<file path="src/rtl/ram_fifo8_ctrl.sv">
// First-word-fall-through byte FIFO controller driving a 256x8 RAM with 1-cycle read latency.
// Optional level/threshold logic is enabled by defining RAM_FIFO8_LEVEL_EN.
module ram_fifo8_ctrl (
  input  logic       AClkH,
  input  logic       AResetH,
  input  logic       AClkHEn,
  input  logic       AClr,
  input  logic [7:0] AWrData,
  input  logic       AWrReq,
  output logic       AFull,
  output logic [7:0] ARdData,
  output logic       ARdVld,
  input  logic       ARdAck,
  output logic       AOvf,
  output logic [7:0] ARamAddrWr,
  output logic [7:0] ARamAddrRd,
  output logic [7:0] ARamMosi,
  output logic       ARamWrEn,
  input  logic [7:0] ARamMiso,
  input  logic [7:0] AThr,
  output logic [8:0] ALevel,
  output logic       AThrIrq
);

  logic [7:0] wp, rp, la, b0, b1;
  logic [8:0] rc;
  logic [1:0] bo, boAfterPop;
  logic [2:0] pending;
  logic       inFlight, ovf;
  logic       clr, pop, push, fetch, arrive;

  assign clr        = AResetH | AClr;
  assign pop        = ARdAck & (bo != 2'd0) & AClkHEn;
  assign push       = AWrReq & ~AFull & AClkHEn & ~clr;
  // Words already owed to the buffer after this cycle's pop; at most two may be outstanding.
  assign pending    = {1'b0, bo} + {2'b00, inFlight} - {2'b00, pop};
  assign fetch      = (rc != 9'd0) & (pending < 3'd2) & AClkHEn & ~clr;
  assign arrive     = inFlight & AClkHEn;
  assign boAfterPop = bo - {1'b0, pop};

  assign AFull      = rc[8];
  assign ARdVld     = (bo != 2'd0);
  assign ARdData    = b0;
  assign AOvf       = ovf;
  assign ARamAddrWr = wp;
  // Holding the last fetched address keeps ARamMiso stable across disabled cycles.
  assign ARamAddrRd = fetch ? rp : la;
  assign ARamMosi   = AWrData;
  assign ARamWrEn   = push;

  always_ff @(posedge AClkH) begin
    if (clr) begin
      wp       <= 8'd0;
      rp       <= 8'd0;
      la       <= 8'd0;
      rc       <= 9'd0;
      inFlight <= 1'b0;
      bo       <= 2'd0;
      b0       <= 8'd0;
      b1       <= 8'd0;
      ovf      <= 1'b0;
    end else if (AClkHEn) begin
      if (push) wp <= wp + 8'd1;
      if (fetch) begin
        rp <= rp + 8'd1;
        la <= rp;
      end
      inFlight <= fetch;
      rc       <= rc + {8'd0, push} - {8'd0, fetch};
      if (AWrReq & AFull) ovf <= 1'b1;
      bo <= boAfterPop + {1'b0, arrive};
      if (pop) b0 <= b1;
      // Arriving word lands in the first free entry after the pop shift.
      if (arrive) begin
        if (boAfterPop == 2'd0) b0 <= ARamMiso;
        else                    b1 <= ARamMiso;
      end
    end
  end

`ifdef RAM_FIFO8_LEVEL_EN
  logic thrIrq;

  assign ALevel  = rc + {7'd0, bo} + {8'd0, inFlight};
  assign AThrIrq = thrIrq;

  always_ff @(posedge AClkH) begin
    if (AResetH) thrIrq <= 1'b0;
    else if (AClkHEn) thrIrq <= (AThr != 8'd0) & (ALevel >= {1'b0, AThr});
  end
`else
  logic unusedThr;

  assign unusedThr = ^AThr;
  assign ALevel    = 9'd0;
  assign AThrIrq   = 1'b0;
`endif

endmodule

</file>
<file path="config.mk">
export PLATFORM = sky130hd
export DESIGN_NAME = ram_fifo8_ctrl
export DESIGN_NICKNAME = d
export VERILOG_FILES = /design/src/rtl/ram_fifo8_ctrl.sv
export SDC_FILE = /design/constraint.sdc
export NUM_CORES = 1
export LEC_CHECK = 0
export ABC_AREA = 1
export BUFFER_PORTS_ARGS = -buffer_cell sky130_fd_sc_hd__buf_2
export CAP_MARGIN = 10
export CORE_ASPECT_RATIO = 0.5
export CORE_MARGIN = 5
export CORE_UTILIZATION = 40
export CTS_CLUSTER_DIAMETER = 80
export DETAILED_ROUTE_END_ITERATION = 6
export PLACE_DENSITY_LB_ADDON = 0.12
export SLEW_MARGIN = 20
export SYNTH_ARGS = -nofsm -noshare
export SYNTH_HDL_FRONTEND = slang
export SYNTH_SLANG_ARGS = --single-unit
</file>
<file path="constraint.sdc">
create_clock -name AClkH -period 8.4 [get_ports AClkH]
set_clock_uncertainty 0.15 [all_clocks]
set_input_delay 0.42 -clock AClkH [delete_from_list [all_inputs] [get_ports AClkH]]
set_output_delay 0.42 -clock AClkH [all_outputs]
set_load 0.1 [all_outputs]
</file>
==> metrics.cfg, run 1 <==
[run_status]
status=completed

[floorplanning]
die_y_um=71.9
design.die.area_mm2=0.00962
start_util=0.414
coreArea_mm2=0.00740
num_io_pins=76
rows=22
die_x_um=134

[hold_path]
hold_class=primary input to register

[logic_synthesis]
synth_edf_count=0
synth.distinct_cells=33
synth_warnings=0
synthMuxAreaShare=0
avgSynthCellArea_um2=6.99
synth_top_family_by_area=simple AND/OR/NAND/NOR gates
yosysMostFrequentCell=inv_1
ys_seq_elements=53
synthSimpleGateAreaFrac=0.237
synth-compound-area-share=0.129
ys_seq_area_frac=0.346
synth.cell_area_mm2=0.00307
synth_top_cell_by_area=dfxtp_1
synthAdderAreaFrac=0.0783
synthTopCellsByArea=dfxtp_1 35%, inv_1 9.3%, nand2_1 9.2%
synthTopCellsByCount=76 x inv_1, 75 x nand2_1, 53 x dfxtp_1
syn-instance-count=439
synth_xor_area_frac=0.0367
synthFlopType=dfxtp_1
async_flop_share=0
synth_top_area_share=0.346

[pwr]
power.switching_uw=194
ir_drop_mv=0.0746
p_int_uw=405
pwr-share-comb=0.211
power_density_mw_per_mm2=178
seq_power_share=0.432
p_leak_uw=0.00176
switching_share=0.323
p_clk_frac=0.357

[sta]
worst_pin_slew_ns=0.527
fin_crit_sh=0.499
final_hold_viol_count=0
rsz0062_at_grt=no
fin_tns_setup_ns=0
slew_viol_final=0
fin_crit_ns=4.19
fin_ws_ns=4.21
final-setup-viol-count=0
slew_headroom=0.646
fmax_mhz=239

[clock_tree]
post_cts_resized=0
numClockSinks=53
htree_levels=2
cts_buffer_depth=2
cts_buffers=5
insertion_delay_ns=0.29
cts_root_buf=clkbuf_16
clkSlewWorstSetupHoldPaths_ns=0.07
postCtsSetupBuffers=0
ctsHoldBuffers=0
cts_tree=done

[routing]
drc=0
drt-pass1-iter-count=4
wl_mm=6.20
ant_nets=0
vias=2505
viasPerCell=4.43
drtIter0Drc=113
wl_per_cell_um=11.0

[run]
maxCapViolCount=0

[setup_path]
critical_path.top_delay_family=simple AND/OR/NAND/NOR gates
worstPathArrival_ns=4.23
cp.required_ns=8.44
r2r_setup_slack_ns=4.21
worstPathCellList=inv_1, nand2_1, nand3_1, nor2_1, o21ai_0, fa_1, nand2_1, nor2_1, nand3_2, nor2b_1, ha_1, inv_1, ha_1, fa_1, nand2_1, nand3_1, nand3_1, nand2_1, nand2_1, nand3_1, nand2_1, inv_1
critPathKind=register to register
max_stage_delay_ns=0.49
crit_fanout=11
cp-start-kind=register
timing.critical_path.mode_cell=nand2_1
endpoint_kind=register
path_buf_inv=3
slowest_stage=fa_1

[cells_and_area]
n_antenna_cell=0
fin_nets=516
syn_to_final_growth_pct=9.87
drive_above_1_share=0.136

[grt]
grt_start_max_net_pins=30
grt_pass1_vias=2405
antenna_found_initial=0
globalRouteOverflowTotal=0
gr-usage-all-layers=0.137
grt_first_pass_wirelength_mm=10.9

[place]
gp_congestion=0.797
pre_cts_slack_ns=4.03
hpwlAfterDp_mm=4.36
port_buffers=41

[final cells by class]
class / instances / area [µm²]
clock buffer: 6 / 139
clock inverter: 2 / 13.8
fill: 794 / 4040
inverter: 82 / 310
multi-input combinational: 284 / 1510
sequential: 53 / 1060
tap: 96 / 120
timing repair buffer: 42 / 213
[through the flow]
step	hold slack [ns]	utilization	std cells	cell area, µm²	total power [µW]
finish	0.245	0.455	565	3370	599
floorplan	0.296	-	448	3100	394
CTS	0.238	0.455	565	3370	608
global placement	0.288	0.434	557	3220	391
global route	0.260	0.455	565	3370	630
detailed placement	0.298	0.434	557	3220	391
[layout by cell type (no fill, tap or decap), drive strengths merged]
cell,synthesis,layout
conb,1,10
o21ai,47,47
ha,16,16
nor2b,1,1
clkinv,3,5
nand4,2,2
and2,1,1
dfxtp,53,53
inv,79,79
nand3,28,28
xnor2,5,5
nor2,52,52
nand2,77,77
fa,2,2
nand3b,2,2
xor2,7,7
nor3,3,3
buf,24,42
a21oi,30,30
a31oi,1,1
clkbuf,5,6
[layer usage]
layer / routed length [µm] / GRT usage
met5: 0 / 0
met1: 3340 / 0.183
met4: 54 / 0.0399
met2: 2570 / 0.220
met3: 239 / 0.0353
[power groups by stage]
| stage | logic [µW] | registers [µW] | clock network (µW) |
|---|---|---|---|
| 6_report | 126 | 259 | 214 |
| 5_1_grt | 139 | 259 | 231 |
| 4_1_cts | 127 | 259 | 222 |
| 3_5_place_dp | 127 | 265 | 0 |
| 3_3_place_gp | 127 | 265 | 0 |
| 2_1_floorplan | 121 | 273 | 0 |
[cell families (layout without fill, tap and decap cells)]
family          Yosys count  after routing
compound gates           78             78
xor+xnor                 12             12
fa+ha+maj                18             18
buf+inv                 111            132
flops                    53             53
other cells               1             10
simple gates            166            166
[worst paths after layout]
| path | to | cells after the start | start |
|---|---|---|---|
| setup / recovery | rc[8]$_SDFFE_PP0P_ | 22 | bo[1]$_SDFFE_PP0P_ |
| hold / removal | b1[7]$_SDFFE_PP0P_ | 3 | ARamMiso[7] |
| setup reg to reg | rc[8]$_SDFFE_PP0P_ | 22 | bo[1]$_SDFFE_PP0P_ |
| hold reg to reg | AOvf$_SDFFE_PP0P_ | 2 | AOvf$_SDFFE_PP0P_ |
[registers in the layout (all words and copies together) (netlist names)]
signal and flops:
AOvf 1, ARamAddrWr 8, ARdData 8, b1 8, bo 2, inFlight 1
la 8, rc 9, rp 8
[worst reg2reg max path: stages, from the launching register on]
cell     delay, ns
dfxtp_1       0.45
inv_1         0.11
nand2_1       0.09
nand3_1       0.29
nor2_1        0.27
o21ai_0       0.14
fa_1          0.49
nand2_1       0.05
nor2_1        0.13
nand3_2       0.11
nor2b_1       0.34
ha_1          0.18
inv_1         0.04
ha_1          0.20
fa_1          0.44
nand2_1       0.09
nand3_1       0.11
nand3_1       0.13
nand2_1       0.06
nand2_1       0.06
nand3_1       0.07
nand2_1       0.07
inv_1         0.03
Power figures use the tool's default switching activity.
==> inputs of run 2 (changes only) <==
Clock period 8.4 ns to 3.72 ns, I/O delays scaled along.
==> run 2 against run 1 <==
  * Clock power grew 120%
  * Sequential power grew 130%
  * Wire length grew 1.7%
  * First-iteration DRC count grew 4.4%
  * Maximum frequency grew 21%
  * Utilization grew 0.63 points
  * Worst hold slack lost 0.24 ns
  * Global-route usage shrank 0.24 points
  * Final area grew 1.4%
  * Worst setup slack lost 4.0 ns
  * Total power grew 120%
==> metrics.cfg, run 2 (synthesis results as in run 1) <==
[pwr]
p_leak_uw=0.00178
p_total_uw=1340
power_density_mw_per_mm2=393
ir_drop_mv=0.163

[floorplanning]
coreArea_mm2=0.00740
num_io_pins=76
die_y_um=71.9
rows=22
start_util=0.414
die_x_um=134
design.die.area_mm2=0.00962

[setup_path]
worstPathCellList=inv_2, nand2_8, nand3_1, inv_1, nor2_1, o21ai_1, fa_1, nand2_1, nor2_1, nand3_2, nor2b_2, ha_1, inv_1, ha_1, fa_1, nand2_1, nand3_1, nand3_1, nand2_1, nand2_1, nand3_1, nand2_1, inv_1
timing.critical_path.mode_cell=nand2_1
cp-start-kind=register
cp.depth=23
worstPathArrival_ns=3.52
max_stage_delay_ns=0.48
crit_fanout=3
critPathKind=register to register
slowest_stage=fa_1
cp.required_ns=3.77
critical_path.top_delay_family=simple AND/OR/NAND/NOR gates
r2r_cells=23
endpoint_kind=register
path_buf_inv=4

[cells_and_area]
largest_register_ffs=9
regMostFlops=rc
n_antenna_cell=0
final_core_util=0.461
fin_nets=521
syn_to_final_growth_pct=11.4
final_cell_mix=74 x nand2_1, 74 x inv_1, 53 x dfxtp_1
drive_above_1_share=0.152

[run]
maxCapViolCount=0

[sta]
worst_pin_slew_ns=0.564
slew_viol_final=0
fmax_mhz=288
rsz0062_at_grt=no
slew_headroom=0.621
final-setup-viol-count=0
fin_crit_sh=0.932
holdWs_ns=0.00689
fin_crit_ns=3.47
final_hold_viol_count=0
fin_ws_ns=0.252
fin_tns_setup_ns=0

[routing]
vias=2521
wl_per_cell_um=11.1
viasPerCell=4.42
drtIter0Drc=118
drc=0
drt-pass1-iter-count=4
wl_mm=6.30
ant_nets=0

[clock_tree]
clkSlewWorstSetupHoldPaths_ns=0.07
insertion_delay_ns=0.29
cts_root_buf=clkbuf_16
cts_buffers=5
cts_tree=done
htree_levels=2
cts_buffer_depth=2
numClockSinks=53

[grt]
globalRouteOverflowTotal=0
grt_start_max_net_pins=30
gr-usage-all-layers=0.134
antenna_found_initial=0
grt_pass1_vias=2312
grt_first_pass_wirelength_mm=10.7

[place]
gp_congestion=0.785
pre_cts_slack_ns=0.219
port_buffers=41
hpwlAfterDp_mm=4.43

[hold_path]
hold_class=primary input to register
min_path_cells=3

[run_status]
status=completed

[run 2: final timing paths]
kind              slack [ns]               start            endpoint
setup reg to reg        0.25  bo[1]$_SDFFE_PP0P_  rc[8]$_SDFFE_PP0P_
setup / recovery        0.25  bo[1]$_SDFFE_PP0P_  rc[8]$_SDFFE_PP0P_
hold / removal         0.007         ARamMiso[0]  b1[0]$_SDFFE_PP0P_
hold reg to reg         0.32   AOvf$_SDFFE_PP0P_   AOvf$_SDFFE_PP0P_
[run 2: final cells by class]
class | instances | area [µm²]
tap | 96 | 120
fill | 766 | 3990
clock buffer | 7 | 133
clock inverter | 1 | 7.51
multi-input combinational | 284 | 1530
sequential | 53 | 1060
timing repair buffer | 47 | 250
inverter | 82 | 310
[run 2: power by group]
group / internal, µW / switching [µW]
Clock: 251 / 214
Combinational: 73.3 / 220
Sequential: 577 / 6.80
Total: 901 / 441
[run 2: tightest hold or removal path: stages]
cell,delay [ns]
buf_2,0.08
o21ai_0,0.07
nor2_1,0.07
[run 2: what timing repair did]
action | in CTS | in global routing
setup endpoints to repair | 0 | 3
hold buffers | 0 | 0
endpoints found under the hold margin | 0 | 0
buffers inserted | 0 | 1
gates resized for setup | 0 | 3
[run 2: metal layers]
metal | vias up | global-route usage | wire length (µm)
li1 | 1411 | - | -
met1 | 1060 | 0.186 | 3500
met2 | 43 | 0.207 | 2470
met3 | 7 | 0.0388 | 288
met4 | 0 | 0.0353 | 47
met5 | - | 0 | 0
[run 2: stage by stage]
step,cells,cell area [µm²]
floorplan,448,3120
global placement,561,3270
detailed placement,561,3270
CTS,569,3410
global route,570,3420
finish,570,3420
